--- config.mk ---
export PLATFORM = sky130hd
export DESIGN_NAME = pipe_stage_buf_flat
export DESIGN_NICKNAME = d
export VERILOG_FILES = /design/src/rtl/pipe_stage_buf_if.sv /design/src/rtl/pipe_stage_buf.sv /design/src/flat_wrapper.sv
export SDC_FILE = /design/constraint.sdc
export NUM_CORES = 1
export LEC_CHECK = 0
export ABC_AREA = 1
export CORE_MARGIN = 2
export CORE_UTILIZATION = 40
export DETAILED_ROUTE_END_ITERATION = 10
export DONT_BUFFER_PORTS = 1
export PLACE_DENSITY_LB_ADDON = 0.1
export SETUP_SLACK_MARGIN = 0.02
export SYNTH_ARGS = -nofsm -noshare
export SYNTH_HDL_FRONTEND = slang
export SYNTH_SLANG_ARGS = --single-unit
--- constraint.sdc ---
create_clock -name clk -period 2.5 [get_ports clk]
set_input_delay 0.5 -clock clk [delete_from_list [all_inputs] [get_ports clk]]
set_output_delay 0.5 -clock clk [all_outputs]
set_load 0.005 [all_outputs]
--- src/rtl/pipe_stage_buf_if.sv ---
// Handshake bundle for pipe_stage_buf: upstream entry in, head entry out.
// master = producer/consumer side (testbench or parent), slave = the buffer stage.
interface pipe_stage_buf_if #(
    parameter int unsigned PC_BITS   = 32,
    parameter int unsigned IR_BITS   = 32,
    parameter int unsigned DATA_BITS = 64
);
    logic                 in_valid;
    logic                 in_ready;
    logic [PC_BITS-1:0]   PC_in;
    logic [IR_BITS-1:0]   IR_in;
    logic [DATA_BITS-1:0] data_in;
    logic                 out_valid;
    logic                 out_ready;
    logic [PC_BITS-1:0]   PC_out;
    logic [IR_BITS-1:0]   IR_out;
    logic [DATA_BITS-1:0] data_out;

    modport master (
        output in_valid, PC_in, IR_in, data_in, out_ready,
        input  in_ready, out_valid, PC_out, IR_out, data_out
    );

    modport slave (
        input  in_valid, PC_in, IR_in, data_in, out_ready,
        output in_ready, out_valid, PC_out, IR_out, data_out
    );
endinterface

--- src/rtl/pipe_stage_buf.sv ---
// Two-entry (main + skid) pipeline stage buffer, one-cycle latency, registered in_ready.
// Optional stall/bubble counters when PIPE_STAGE_BUF_PERF_CNT_EN is defined.
module pipe_stage_buf #(
    parameter int unsigned PC_BITS   = 32,
    parameter int unsigned IR_BITS   = 32,
    parameter int unsigned DATA_BITS = 64
) (
    input  logic               clk,
    input  logic               zero,
    input  logic               flush,
    pipe_stage_buf_if.slave    bus,
    output logic [1:0]         occupancy
`ifdef PIPE_STAGE_BUF_PERF_CNT_EN
    ,
    output logic [31:0]        stall_cnt,
    output logic [31:0]        bubble_cnt
`endif
);

    typedef enum logic [1:0] {
        EMPTY = 2'd0,
        ONE   = 2'd1,
        FULL  = 2'd2
    } state_t;

    state_t               state;
    logic                 in_ready_q;
    logic                 out_valid_q;
    logic [PC_BITS-1:0]   main_pc,   skid_pc;
    logic [IR_BITS-1:0]   main_ir,   skid_ir;
    logic [DATA_BITS-1:0] main_data, skid_data;
    logic                 accept;
    logic                 issue;

    assign accept = bus.in_valid & in_ready_q;
    assign issue  = out_valid_q & bus.out_ready;

    always_ff @(posedge clk) begin
        if (zero || flush) begin
            state       <= EMPTY;
            in_ready_q  <= 1'b1;
            out_valid_q <= 1'b0;
            main_pc     <= '0;
            main_ir     <= '0;
            main_data   <= '0;
            skid_pc     <= '0;
            skid_ir     <= '0;
            skid_data   <= '0;
        end else begin
            case (state)
                EMPTY: begin
                    if (accept) begin
                        state       <= ONE;
                        out_valid_q <= 1'b1;
                        main_pc     <= bus.PC_in;
                        main_ir     <= bus.IR_in;
                        main_data   <= bus.data_in;
                    end
                end
                ONE: begin
                    if (accept && !issue) begin
                        state      <= FULL;
                        in_ready_q <= 1'b0;
                        skid_pc    <= bus.PC_in;
                        skid_ir    <= bus.IR_in;
                        skid_data  <= bus.data_in;
                    end else if (accept && issue) begin
                        main_pc   <= bus.PC_in;
                        main_ir   <= bus.IR_in;
                        main_data <= bus.data_in;
                    end else if (issue) begin
                        // Departing entry is zeroed so an empty stage presents a nop bubble.
                        state       <= EMPTY;
                        out_valid_q <= 1'b0;
                        main_pc     <= '0;
                        main_ir     <= '0;
                        main_data   <= '0;
                    end
                end
                FULL: begin
                    if (issue) begin
                        state      <= ONE;
                        in_ready_q <= 1'b1;
                        main_pc    <= skid_pc;
                        main_ir    <= skid_ir;
                        main_data  <= skid_data;
                        skid_pc    <= '0;
                        skid_ir    <= '0;
                        skid_data  <= '0;
                    end
                end
                default: begin
                    state       <= EMPTY;
                    in_ready_q  <= 1'b1;
                    out_valid_q <= 1'b0;
                    main_pc     <= '0;
                    main_ir     <= '0;
                    main_data   <= '0;
                    skid_pc     <= '0;
                    skid_ir     <= '0;
                    skid_data   <= '0;
                end
            endcase
        end
    end

    assign bus.in_ready  = in_ready_q;
    assign bus.out_valid = out_valid_q;
    assign bus.PC_out    = main_pc;
    assign bus.IR_out    = main_ir;
    assign bus.data_out  = main_data;
    assign occupancy     = state;

`ifdef PIPE_STAGE_BUF_PERF_CNT_EN
    // Counters ignore flush; only zero clears them, and both saturate.
    always_ff @(posedge clk) begin
        if (zero) begin
            stall_cnt  <= '0;
            bubble_cnt <= '0;
        end else begin
            if (out_valid_q && !bus.out_ready && stall_cnt != '1)
                stall_cnt <= stall_cnt + 32'd1;
            if (!out_valid_q && bubble_cnt != '1)
                bubble_cnt <= bubble_cnt + 32'd1;
        end
    end
`endif

endmodule

--- src/flat_wrapper.sv ---
// flat-port wrapper written by rule: the top's interface ports become plain ports
module pipe_stage_buf_flat 
#(
    parameter int unsigned PC_BITS   = 32,
    parameter int unsigned IR_BITS   = 32,
    parameter int unsigned DATA_BITS = 64
)
  (clk, zero, flush, occupancy, bus_in_valid, bus_PC_in, bus_IR_in, bus_data_in, bus_out_ready, bus_in_ready, bus_out_valid, bus_PC_out, bus_IR_out, bus_data_out);
  pipe_stage_buf_if #(.PC_BITS(PC_BITS), .IR_BITS(IR_BITS), .DATA_BITS(DATA_BITS)) bus_i ();
  input  logic clk;
  input  logic zero;
  input  logic flush;
  output logic [1:0] occupancy;
  input wire logic [$bits(bus_i.in_valid)-1:0] bus_in_valid;
  input wire logic [$bits(bus_i.PC_in)-1:0] bus_PC_in;
  input wire logic [$bits(bus_i.IR_in)-1:0] bus_IR_in;
  input wire logic [$bits(bus_i.data_in)-1:0] bus_data_in;
  input wire logic [$bits(bus_i.out_ready)-1:0] bus_out_ready;
  output wire logic [$bits(bus_i.in_ready)-1:0] bus_in_ready;
  output wire logic [$bits(bus_i.out_valid)-1:0] bus_out_valid;
  output wire logic [$bits(bus_i.PC_out)-1:0] bus_PC_out;
  output wire logic [$bits(bus_i.IR_out)-1:0] bus_IR_out;
  output wire logic [$bits(bus_i.data_out)-1:0] bus_data_out;
  assign bus_i.in_valid = bus_in_valid;
  assign bus_i.PC_in = bus_PC_in;
  assign bus_i.IR_in = bus_IR_in;
  assign bus_i.data_in = bus_data_in;
  assign bus_i.out_ready = bus_out_ready;
  assign bus_in_ready = bus_i.in_ready;
  assign bus_out_valid = bus_i.out_valid;
  assign bus_PC_out = bus_i.PC_out;
  assign bus_IR_out = bus_i.IR_out;
  assign bus_data_out = bus_i.data_out;
  pipe_stage_buf #(.PC_BITS(PC_BITS), .IR_BITS(IR_BITS), .DATA_BITS(DATA_BITS)) u_core (.clk(clk), .zero(zero), .flush(flush), .bus(bus_i), .occupancy(occupancy));
endmodule
After elaboration in Yosys (flattened, before gate mapping)
Cells that the tools add are included.
{"block": "word_totals", "rom_bits": 0, "mem_count": 0, "inputBits": 133, "latch_bits": 0, "ram_bits": 0, "regBits": 260}
{"block": "op_classes", "n_addsub": 0, "shift": 0, "n_mux": 37, "n_div": 0, "n_eq_ne": 11, "n_mul": 0, "bitwise_logic": 4, "reduce_logical": 9, "order_cmp": 0}
{"op": "64-bit 2-to-1 mux", "n": 6}
{"op": "32-bit case mux with 3 select lines", "n": 4}
{"op": "64-bit case mux with 3 select lines", "n": 2}
{"op": "32-bit 2-to-1 mux", "n": 11}
{"op": "2-bit 2-to-1 mux", "n": 5}
{"op": "2-bit by 1-bit != test with 1-bit output (second input constant)", "n": 4}
{"op": "4-bit AND reduction", "n": 2}
{"op": "1-bit 2-to-1 mux", "n": 6}
{"op": "3-bit by 1-bit != test with 1-bit output (second input constant)", "n": 2}
{"op": "1-bit case mux with 3 select lines", "n": 2}
{"op": "2-bit case mux with 3 select lines", "n": 1}
{"op": "5-bit AND reduction", "n": 1}
{"op": "2-bit != test (second input constant)", "n": 2}
{"op": "3-bit by 2-bit != test with 1-bit output (second input constant)", "n": 1}
{"op": "3-bit AND reduction", "n": 1}
{"op": "1-bit AND", "n": 2}
{"op": "2-bit by 1-bit == test with 1-bit output (second input constant)", "n": 1}
{"op": "2-bit == test (second input constant)", "n": 1}
{"op": "1-bit logical AND", "n": 2}
{"op": "2-bit zero test", "n": 1}
{"op": "1-bit inverter", "n": 2}
{"op": "1-bit zero test", "n": 1}
{"op": "1-bit logical OR", "n": 1}

Depth between registers and ports, before layout
Gate-level depths: netlist of run 1.
{"block": "logic_depth", "word_depth": 5, "mapped_depth": 10, "ltp_nobuf": 8}

Least setup slack after synthesis of run 1
Ideal clock, no wire load.
{"block": "synth_path", "kind": "in2reg", "start": "input port bus_in_valid", "end": "register u_core.skid_pc[22]", "t_arrival_ns": 1.334, "required_time_ns": 2.368, "stages": 9, "n_path_buf": 2, "path_slack_ns": 1.034, "cell_sequence": "nand2_1 -> inv_1 -> nand2_1 -> nand2_1 -> nand3_2 -> buf_2 -> buf_4 -> nand2_1 -> a21oi_1"}
{"block": "synth_via", "elab_chain_cells": 4}
{"item": "start, declared", "line_no": "flat_wrapper.sv:14", "source": "input wire logic [$bits(bus_i.in_valid)-1:0] bus_in_valid;"}
{"item": "1-bit AND", "line_no": "pipe_stage_buf.sv:35", "source": "assign accept = bus.in_valid & in_ready_q;"}
{"item": "1-bit logical AND", "line_no": "pipe_stage_buf.sv:61", "source": "if (accept && !issue) begin"}
{"item": "2-bit by 1-bit != test with 1-bit output (no source line)"}
{"item": "3-bit AND reduction (no source line)"}
{"item": "end signal, assigned", "line_no": "pipe_stage_buf.sv:64", "source": "skid_pc <= bus.PC_in;"}
{"item": "end, declared", "line_no": "pipe_stage_buf.sv:29", "source": "logic [PC_BITS-1:0] main_pc, skid_pc;"}
No other way between the ends.
A chain may end at the register's enable or synchronous reset.

Worst setup path in the final report of run 1
{"block": "layout_path", "start": "register u_core.state[0], in the netlist u_core.occupancy[0]", "end": "register u_core.skid_data[34]"}
{"block": "layout_via", "elab_chain_cells": 3, "elab_cells_between_ends": 8, "classes_between": "eq/ne (4); mux (1); bitwise (1); reduce/logical (2)"}
{"item": "start, declared", "line_no": "pipe_stage_buf.sv:26", "source": "state_t state;"}
{"item": "start signal, assigned", "line_no": "pipe_stage_buf.sv:40", "source": "state <= EMPTY;"}
{"item": "start signal, assigned", "line_no": "pipe_stage_buf.sv:53", "source": "state <= ONE;"}
{"item": "start signal, assigned", "line_no": "pipe_stage_buf.sv:62", "source": "state <= FULL;"}
{"item": "2-bit by 1-bit == test with 1-bit output, or another cell as far along", "line_no": "pipe_stage_buf.sv:50", "source": "case (state)"}
{"item": "2-bit by 1-bit != test with 1-bit output (no source line) or 1-bit inverter (tied branches)"}
{"item": "3-bit AND reduction (no source line)"}
{"item": "end signal, assigned", "line_no": "pipe_stage_buf.sv:66", "source": "skid_data <= bus.data_in;"}
{"item": "end, declared", "line_no": "pipe_stage_buf.sv:31", "source": "logic [DATA_BITS-1:0] main_data, skid_data;"}
Several ways; a longest one is shown, not always the timed one.

==> results of run 1 <==
==> kinds of logic (layout without fill, tap and decap cells) <==
family	Yosys count	count (layout)
AND/OR/NAND/NOR	1177	1177
buffers and inverters	290	217
AO/OA/AOI/OAI	260	260
flip-flops	260	260
==> where the power goes <==
group | total, mW | internal, mW | switching [mW]
sequential | 4.35 | 4.26 | 0.0920
combinational | 1.03 | 0.321 | 0.708
clock | 4.37 | 2.55 | 1.82
==> critical path, cell delays in order (launching register included) <==
cell     delay, ps
dfxtp_1        570
nor2_4         100
nand2_4        130
buf_4          620
nand3_1        160
a21oi_1        180
==> flip-flops by register name, summed over array words and instances (netlist names) <==
register and count:
u_core.skid_ir 32, u_core.bus.IR_out 32, u_core.skid_data 64, u_core.bus.out_valid 1
u_core.bus.PC_out 32, u_core.occupancy 2, u_core.bus.in_ready 1, u_core.skid_pc 32
u_core.bus.data_out 64
==> layer usage <==
metal,GRT usage (%),routed length [µm],up-vias
met5,0,0,-
met4,5.106,796,0
met3,6.894,3268,47
met2,38.67,17730,302
met1,29.04,16890,5472
li1,-,-,6100
==> final timing paths <==
path	from	cells after the start	endpoint	slack (ps)
setup / recovery	u_core.occupancy[0]$_SDFFE_PP0P_	5	u_core.skid_data[34]$_SDFFE_PP0P_	640
hold / removal	zero	2	u_core.bus.in_ready$_SDFFE_PP1P_	150
setup reg to reg	u_core.occupancy[0]$_SDFFE_PP0P_	5	u_core.skid_data[34]$_SDFFE_PP0P_	640
hold reg to reg	u_core.skid_data[54]$_SDFFE_PP0P_	2	u_core.skid_data[54]$_SDFFE_PP0P_	460
==> final cells by class <==
class / instances / area, µm²
Multi-Input combinational cell: 1437 / 6138
Clock inverter: 12 / 91.34
Fill cell: 3264 / 17040
Inverter: 135 / 514.2
Timing Repair Buffer: 26 / 382.9
Clock buffer: 44 / 884.6
Tap cell: 396 / 495.5
Sequential cell: 260 / 5205
==> cells in the final DEF (no fill, tap or decap) <==
cell / Yosys / layout
nand2_1: 779 / 778
inv_2: 5 / 4
clkbuf_1: 36 / 7
inv_1: 130 / 130
bufinv_16: 0 / 1
o21bai_1: 1 / 1
nand2_4: 0 / 3
buf_4: 13 / 11
clkbuf_8: 0 / 6
inv_8: 0 / 1
nor2_1: 133 / 132
nand4_1: 11 / 11
nand3_1: 247 / 247
nand3_4: 0 / 2
nor2_4: 0 / 4
clkinv_2: 0 / 9
clkinvlp_4: 0 / 1
inv_6: 0 / 1
clkbuf_16: 0 / 31
o21ai_0: 1 / 1
buf_12: 0 / 15
dfxtp_1: 260 / 260
a21oi_1: 258 / 258
==> metrics by stage <==
| step | cells | hold slack [ps] | setup slack, ps | power, mW | util [%] |
|---|---|---|---|---|---|
| after floorplan | 1987 | 439.2 | 1034 | 5.209 | - |
| after global placement | 2254 | 447.1 | 579.9 | 5.479 | 41.42 |
| after detailed placement | 2254 | 451.9 | 567.8 | 5.487 | 41.42 |
| after CTS | 2310 | 130.3 | 616.5 | 9.882 | 44.59 |
| after global routing | 2310 | 138.4 | 412.4 | 10.18 | 44.59 |
| final | 2310 | 150.5 | 636.5 | 9.750 | 44.59 |
==> summary.md, run 1 <==
| Metric | Value |
|---|---|
| Fraction of synthesized area in multiplexers | `0%` |
| WS Path Type | `reg -> reg` |
| All-Layer GR Usage | `23.00%` |
| Hold Path Class | `in -> reg` |
| Final Critical Period | `1863 ps` |
| Most numerous cell in the Yosys netlist | `nand2_1` |
| Die X | `181.2 µm` |
| Simple-gate share of the synthesized area | `38.06%` |
| Crit start category | `register` |
| Largest area contributor in the netlist | `dfxtp_1` |
| CP Data Required Time | `2990 ps` |
| Drt total wl | `38,680 µm` |
| Synth Net Count | `2,120` |
| Setup TNS | `0 ps` |
| #FFs+latches synth | `260` |
| DRC violations left | `0` |
| Final GP Congestion | `0.7843` |
| Slew margin rel. | `46.62%` |
| Post-synthesis to final-layout area growth | `9.197%` |
| Worst EP arrival | `2350 ps` |
| Syn Area/Cell | `6.320 µm²` |
| Seq/Total Area, Yosys | `41.45%` |
| Post-synth top area share | `41.45%` |
| Ys async rst share | `0%` |
| Root Buffer | `clkbuf_16` |
| Clk slew on worst S/H paths | `60 ps` |
| RSZ-0062 raised after global routing | `no` |
| Die height | `181.2 µm` |
| Top cell types by occurrence after synthesis | `nand2_1 (779), dfxtp_1 (260), a21oi_1 (258), nand3_1 (247), nor2_1 (133)` |
| Final worst-path cycle share | `74.54%` |
| Area post-placement | `12,740 µm²` |
| Largest net degree at the start of global routing | `129` |
| Largest family of logic cells by synthesized area | `simple AND/OR/NAND/NOR gates` |
| Cell count after synthesis | `1,987` |
| Antenna cells | `0` |
| Max clock buf depth | `3` |
| Hold Violations, Final | `0` |
| Cell area after layout | `13,710 µm²` |
| First-pass GRT wire length | `62,240 µm` |
| EDFF count, synth | `0` |
| Initial antenna violation count | `0` |
| Routed vias | `11,921` |
| Starting Density | `40.84%` |
| Vias per inst | `5.161` |
| Vias in the first global route | `11,402` |
| Die ar. | `32,830 µm²` |
| Run status | `finished, final reports clean` |
| Placed wire-length estimate | `21,580 µm` |
| TritonCTS clock tree | `yes` |
| DRT Pass-1 Iters | `4` |
| Max-slew violation count | `0` |
| Hold-fix buffers at CTS | `0` |
| Synth Warn # | `0` |
| Count of cell types in the netlist | `17` |
| Largest cells by area after synthesis | `dfxtp_1 (41%), nand2_1 (23%), a21oi_1 (10%), nand3_1 (9.8%), buf_2 (4.2%)` |
| Synth Area in XOR/XNOR | `0%` |
| Post-route ant nets | `0` |
| Synthesized-area fraction occupied by adder cells | `0%` |
| Final-report setup violation count | `0` |
| Core footprint | `30,750 µm²` |
| Crit end category | `register` |
| GRT Residual Overflow | `0` |
| Synth Area in Compound Gates | `10.38%` |
| Worst-path fanout max | `61` |
| Nets | `2,024` |
| Maxcap violations | `0` |
| Worst-Margin Slew | `800.7 ps` |
| Number of buffers created by CTS | `31` |
| Wire length per cell | `16.74 µm` |
| Buffers on Ports | `0` |
| Worst-skew pair later-pin latency | `560 ps` |
| Fraction of layout cells with a size suffix above 1 | `4.650%` |
| Mapped cell area | `12,560 µm²` |
| Site Rows | `64` |
| Initial drt markers | `994` |
| I/O pin cnt | `265` |
| H-Tree Level Count | `1` |
| PD cells | `711.0 nW/µm²` |
| Postcts setup bufs | `0` |
| # clock sinks | `260` |
| Resized Gates After CTS | `0` |
| Worst VDD drop | `472.1 µV` |
| Max frequency | `0.5366 GHz` |
| Clock skew | `8.900 ps` |
| Predominant post-synthesis flop cell | `dfxtp_1` |
| Pleak | `5.546 nW` |
Note: power is estimated with default switching activity, not from simulation.
==> inputs of run 2 (changes only) <==
Clock period 2.5 ns to 1.9 ns, I/O delays scaled along.
==> run 2 against run 1 <==
Sequential power rose by 32%. First-iteration DRC count fell by 27%. Clock power rose by 30%. Final cell count up 0.52%. Worst hold slack lost 120 ps. Combinational power grew 42%. Design area is 2.0% higher. Critical path type unchanged.
==> summary.md, run 2 (same netlist as run 1, synthesis figures left out) <==
| Metric | Value |
|---|---|
| Run status | `finished, final reports clean (unchanged)` |
| Comb pwr share | `11.4% (was 10.6%)` |
| TritonCTS clock tree | `yes (unchanged)` |
| GRT Residual Overflow | `0 (unchanged)` |
| CP Data Required Time | `2380 ps (was 2990 ps)` |
| Site Rows | `64 (unchanged)` |
| Fraction of layout cells with a size suffix above 1 | `5.296% (was 4.650%)` |
| Reg power frac | `44.5% (was 44.6%)` |
| Worst EP arrival | `2230 ps (was 2350 ps)` |
| Switching pwr | `3.382 mW (was 2.621 mW)` |
| Wire length per cell | `17.02 µm (was 16.74 µm)` |
| Die ar. | `32,830 µm² (unchanged)` |
| DRC violations left | `0 (unchanged)` |
| Initial antenna violation count | `0 (unchanged)` |
| Slew margin rel. | `55.82% (was 46.62%)` |
| Worst path cell trace | `nor2_4, nand2_4, buf_12, buf_4, nand3_1, a21oi_1 (was nor2_4, nand2_4, buf_4, nand3_1, a21oi_1)` |
| RSZ-0062 raised after global routing | `yes (was no)` |
| Final GP Congestion | `0.7691 (was 0.7843)` |
| I/O pin cnt | `265 (unchanged)` |
| Antenna cells | `0 (unchanged)` |
| Max clock buf depth | `3 (unchanged)` |
| Postcts setup bufs | `0 (unchanged)` |
| H-Tree Level Count | `1 (unchanged)` |
| # clock sinks | `260 (unchanged)` |
| Dpl cells | `2,271 (was 2,254)` |
| Hold Path Class | `in -> reg (unchanged)` |
| PD cells | `920.3 nW/µm² (was 711.0 nW/µm²)` |
| All-Layer GR Usage | `23.02% (was 23.00%)` |
| Hold-fix buffers at CTS | `0 (unchanged)` |
| Worst-Margin Slew | `662.7 ps (was 800.7 ps)` |
| Post-synthesis to final-layout area growth | `11.33% (was 9.197%)` |
| Clk pwr share | `44.1% (was 44.8%)` |
| Leading cell type in the layout, fill and taps excluded | `nand2_1 (unchanged)` |
| Placed wire-length estimate | `23,030 µm (was 21,580 µm)` |
| Crit path largest cell delay | `540 ps (was 620 ps)` |
| Initial drt markers | `727 (was 994)` |
| Vias in the first global route | `11,589 (was 11,402)` |
| Crit start category | `register (unchanged)` |
| Routed vias | `12,093 (was 11,921)` |
| Worst VDD drop | `750.9 µV (was 472.1 µV)` |
| Hold Violations, Final | `0 (unchanged)` |
| Core footprint | `30,750 µm² (unchanged)` |
| Cell area after layout | `13,980 µm² (was 13,710 µm²)` |
| WS Path Type | `reg -> reg (unchanged)` |
| Commonest cells after routing, fill and taps aside | `nand2_1 (778), dfxtp_1 (259), a21oi_1 (258) (was nand2_1 (778), dfxtp_1 (260), a21oi_1 (258))` |
| Non-filler cells, final | `2,322 (was 2,310)` |
| DRT Pass-1 Iters | `5 (was 4)` |
| Buffers on Ports | `0 (unchanged)` |
| Grt peak-use layer | `met2 (unchanged)` |
| Worst-skew pair later-pin latency | `560 ps (about the same)` |
| Largest net degree at the start of global routing | `129 (unchanged)` |
| Area post-placement | `13,000 µm² (was 12,740 µm²)` |
| Final worst-path cycle share | `92.07% (was 74.54%)` |
| Design Power | `12.87 mW (was 9.750 mW)` |
| Die X | `181.2 µm (unchanged)` |
| Met2 Track Usage GR | `38.73% (was 38.67%)` |
| Max-slew violation count | `0 (unchanged)` |
| Setup TNS | `0 ps (unchanged)` |
| Resized Gates After CTS | `0 (unchanged)` |
| Clock skew | `6.211 ps (was 8.900 ps)` |
| Worst Path Buf+Inv | `2 (was 1)` |
| Die height | `181.2 µm (unchanged)` |
| Clk slew on worst S/H paths | `60 ps (about the same)` |
| Drt total wl | `39,530 µm (was 38,680 µm)` |
| Vias per inst | `5.208 (was 5.161)` |
| Nets | `2,042 (was 2,024)` |
| Post-route ant nets | `0 (unchanged)` |
| Maxcap violations | `0 (unchanged)` |
| Crit-path slowest cell | `dfxtp_1 (was buf_4)` |
| First-pass GRT wire length | `62,420 µm (was 62,240 µm)` |
| Number of buffers created by CTS | `31 (unchanged)` |
| Pleak | `5.676 nW (was 5.546 nW)` |
| Crit end category | `register (unchanged)` |
| Final Critical Period | `1749 ps (was 1863 ps)` |
| Max frequency | `0.5717 GHz (was 0.5366 GHz)` |
| Starting Density | `40.84% (unchanged)` |
| CP top delay family | `buffers and inverters (unchanged)` |
| Root Buffer | `clkbuf_16 (unchanged)` |
| Worst Hold Margin | `32.47 ps (was 150.5 ps)` |
| Met3 usage | `6.753% (was 6.894%)` |
| GR Util met1 | `28.69% (was 29.04%)` |
| Worst-path fanout max | `48 (was 61)` |
| Final-report setup violation count | `0 (unchanged)` |
| Sw frac | `26.28% (was 26.88%)` |
| Int Power | `9.484 mW (was 7.129 mW)` |
==> run 2: cell types whose count changed in the layout (fill, tap and decap cells not counted) <==
| cell | delta |
|---|---|
| buf_12 | +10 |
| clkinv_2 | -9 |
| buf_4 | +6 |
| clkbuf_8 | +5 |
| buf_6 | +1 |
| bufinv_16 | -1 |
| clkbuf_16 | +1 |
| dfxtp_1 | -1 |
| dfxtp_2 | +1 |
| inv_6 | -1 |
==> run 2: per-layer routing <==
layer | wire (µm) | share of wire [%] | vias up
met5 | 0 | 0 | -
met4 | 925 | 2.3 | 0
met3 | 3331 | 8.4 | 58
met2 | 17940 | 45 | 321
met1 | 17330 | 44 | 5609
li1 | - | - | 6105
==> run 2: power by group through the flow <==
stage | registers, mW | clock network (mW) | logic [mW]
global route | 5.75 | 6.01 | 1.65
global placement | 5.85 | 0 | 1.47
floorplan | 5.80 | 0 | 1.05
finish | 5.73 | 5.67 | 1.46
detailed placement | 5.85 | 0 | 1.47
CTS | 5.73 | 5.82 | 1.48
==> run 2: area by class of cell <==
type,count,area (µm²)
Multi-Input combinational cell,1437,6138
Fill cell,3247,16770
Inverter,135,514.2
Clock buffer,49,953.4
Clock inverter,1,7.507
Tap cell,396,495.5
Timing Repair Buffer,44,664.4
Sequential cell,260,5206
==> run 2: worst register-to-register path, cell delays in order, from the launching register on <==
cell	delay, ps
dfxtp_1	540
nor2_4	120
nand2_4	110
buf_12	270
buf_4	360
nand3_1	120
a21oi_1	170
==> run 2: per-stage QoR <==
stage	utilization [%]	setup WS [ps]
after floorplan	-	548.9
after global placement	42.28	167.6
after detailed placement	42.28	151.8
after CTS	45.41	128.2
after global routing	45.46	13.44
final	45.46	150.7
==> run 2: worst paths after layout <==
check             cells past startpoint  slack (ps)                               from                                end
setup / recovery                      6         150   u_core.occupancy[0]$_SDFFE_PP0P_  u_core.skid_data[31]$_SDFFE_PP0P_
hold reg to reg                       2         460  u_core.skid_data[14]$_SDFFE_PP0P_  u_core.skid_data[14]$_SDFFE_PP0P_
hold / removal                        2          30                               zero   u_core.bus.in_ready$_SDFFE_PP1P_
setup reg to reg                      6         150   u_core.occupancy[0]$_SDFFE_PP0P_  u_core.skid_data[31]$_SDFFE_PP0P_
==> inputs of run 3 (changes only) <==
Settings changed: CELL_PAD_IN_SITES_DETAIL_PLACEMENT from default to 1, CELL_PAD_IN_SITES_GLOBAL_PLACEMENT from default to 1.
==> run 3 against run 2 <==
Wire length is 8.0% higher. Clock skew increased by 7.7 ps. Sequential power hardly changed. Global-route usage increased by 2.6 points. Critical path type unchanged. Maximum frequency up 0.66%. Non-clock buffer count up 10. Largest power group is now clock. Via count increased by 3.3%. Final cell count up 0.52%.
==> summary.md, run 3 (same netlist as run 1, synthesis figures left out) <==
| Metric | Value |
|---|---|
| DRC violations left | `0 (unchanged)` |
| Worst VDD drop | `669.4 µV (was 750.9 µV)` |
| Buffers on Ports | `0 (unchanged)` |
| Routed vias | `12,488 (was 12,093)` |
| Die ar. | `32,830 µm² (unchanged)` |
| Placed wire-length estimate | `26,770 µm (was 23,030 µm)` |
| Final GP Congestion | `0.7913 (was 0.7691)` |
| PD cells | `927.0 nW/µm² (was 920.3 nW/µm²)` |
| Commonest cells after routing, fill and taps aside | `nand2_1 (777), dfxtp_1 (259), a21oi_1 (258) (was nand2_1 (778), dfxtp_1 (259), a21oi_1 (258))` |
| CP Data Required Time | `2380 ps (about the same)` |
| Final Critical Period | `1738 ps (was 1749 ps)` |
| Post-synthesis to final-layout area growth | `12.28% (was 11.33%)` |
| Worst Hold Depth | `2 (unchanged)` |
| Clk slew on worst S/H paths | `60 ps (about the same)` |
| Crit end category | `register (unchanged)` |
| All-Layer GR Usage | `25.61% (was 23.02%)` |
| Cell count of the worst reg-to-reg path | `8 (was 6)` |
| Initial drt markers | `729 (was 727)` |
| CP most frequent cell | `buf_4` |
| Worst path cell trace | `buf_4, nor2_4, buf_12, inv_2, nand3_4, buf_4, nand2_1, a21oi_1 (was nor2_4, nand2_4, buf_12, buf_4, nand3_1, a21oi_1)` |
| H-Tree Level Count | `1 (unchanged)` |
| Initial antenna violation count | `0 (unchanged)` |
| RSZ-0062 raised after global routing | `no (was yes)` |
| Antenna cells | `0 (unchanged)` |
| Hold Violations, Final | `0 (unchanged)` |
| Largest net degree at the start of global routing | `86 (was 129)` |
| Pleak | `5.750 nW (was 5.676 nW)` |
| Worst-skew pair later-pin latency | `560 ps (about the same)` |
| TritonCTS clock tree | `yes (unchanged)` |
| WS Path Type | `reg -> reg (unchanged)` |
| Clock skew | `13.96 ps (was 6.211 ps)` |
| Nets | `2,052 (was 2,042)` |
| DRT Pass-1 Iters | `4 (was 5)` |
| Maxcap violations | `0 (unchanged)` |
| Area post-placement | `13,110 µm² (was 13,000 µm²)` |
| Slew margin rel. | `68.78% (was 55.82%)` |
| Core footprint | `30,750 µm² (unchanged)` |
| Final-report setup violation count | `0 (unchanged)` |
| Number of buffers created by CTS | `31 (unchanged)` |
| Die height | `181.2 µm (unchanged)` |
| Vias in the first global route | `12,979 (was 11,589)` |
| Run status | `finished, final reports clean (unchanged)` |
| Setup TNS | `0 ps (unchanged)` |
| Worst-Margin Slew | `468.4 ps (was 662.7 ps)` |
| I/O pin cnt | `265 (unchanged)` |
| Final worst-path cycle share | `91.47% (was 92.07%)` |
| Wire length per cell | `18.29 µm (was 17.02 µm)` |
| # clock sinks | `260 (unchanged)` |
| Max clock buf depth | `3 (unchanged)` |
| Post-route ant nets | `0 (unchanged)` |
| Root Buffer | `clkbuf_16 (unchanged)` |
| Cell area after layout | `14,100 µm² (was 13,980 µm²)` |
| Max-slew violation count | `0 (unchanged)` |
| Crit path largest cell delay | `350 ps (was 540 ps)` |
| Design Power | `13.07 mW (was 12.87 mW)` |
| Worst EP arrival | `2220 ps (was 2230 ps)` |
| First-pass GRT wire length | `69,010 µm (was 62,420 µm)` |
| Fraction of layout cells with a size suffix above 1 | `6.037% (was 5.296%)` |
| Vias per inst | `5.350 (was 5.208)` |
| Crit-path slowest cell | `dfxtp_1 (unchanged)` |
| Drt total wl | `42,680 µm (was 39,530 µm)` |
| Starting Density | `40.84% (unchanged)` |
| Crit start category | `register (unchanged)` |
| Postcts setup bufs | `0 (unchanged)` |
| Hold Path Class | `in -> reg (unchanged)` |
| Max frequency | `0.5754 GHz (was 0.5717 GHz)` |
| Die X | `181.2 µm (unchanged)` |
| Site Rows | `64 (unchanged)` |
| GRT Residual Overflow | `0 (unchanged)` |
| Leading cell type in the layout, fill and taps excluded | `nand2_1 (unchanged)` |
| Worst-path fanout max | `30 (was 48)` |
run 3: metal layers:
| layer | global-route usage, % | wire length (µm) |
|---|---|---|
| met3 | 7.579 | 3040 |
| met5 | 0 | 0 |
| met1 | 30.59 | 18110 |
| met4 | 6.537 | 1040 |
| met2 | 44.89 | 20490 |
run 3: worst paths after layout:
path                                          from                           endpoint  slack (ps)
setup / recovery  u_core.occupancy[1]$_SDFFE_PP0P_  u_core.skid_data[61]$_SDFFE_PP0P_         160
hold / removal                                zero   u_core.bus.in_ready$_SDFFE_PP1P_          40
setup reg to reg  u_core.occupancy[1]$_SDFFE_PP0P_  u_core.skid_data[61]$_SDFFE_PP0P_         160
hold reg to reg   u_core.skid_data[0]$_SDFFE_PP0P_   u_core.skid_data[0]$_SDFFE_PP0P_         460
run 3: final cells by class:
cell class                 instances  area (µm²)
tap                              396       495.5
timing repair buffer              54       755.7
clock inverter                     9       95.09
sequential                       260        5206
multi-input combinational       1437        6141
clock buffer                      43       890.9
inverter                         135       514.2
fill                            4014       16650
run 3: metrics by stage:
| stage | setup slack (ps) | utilization [%] | std cells | hold WS (ps) |
|---|---|---|---|---|
| 6_report | 162.1 | 45.85 | 2334 | 35.08 |
| 5_1_grt | 30.53 | 45.85 | 2334 | 24.55 |
| 4_1_cts | 92.32 | 45.84 | 2334 | 10.65 |
| 3_5_place_dp | 109.7 | 42.63 | 2282 | 452.6 |
| 3_3_place_gp | 190.5 | 42.63 | 2282 | 447.5 |
| 2_1_floorplan | 548.9 | - | 1987 | 439.2 |
run 3: power by group:
| group | switching, mW | leakage (nW) | internal [mW] |
|---|---|---|---|
| logic | 0.995 | 3.15 | 0.513 |
| clock network | 2.34 | 0.494 | 3.49 |
| registers | 0.125 | 2.11 | 5.61 |
run 3: worst max-delay path, delay by kind of cell, from the launching register on:
| family | cells | cell delay, ps |
|---|---|---|
| buffers and inverters | 4 | 780 |
| AND/OR/NAND/NOR | 3 | 380 |
| flip-flops | 1 | 350 |
| AO/OA/AOI/OAI | 1 | 150 |
run 3: repair_timing:
action                                  in CTS  in global routing
resized for setup                            0                  2
hold buffers                                 0                  0
endpoints found under the setup margin       0                 87
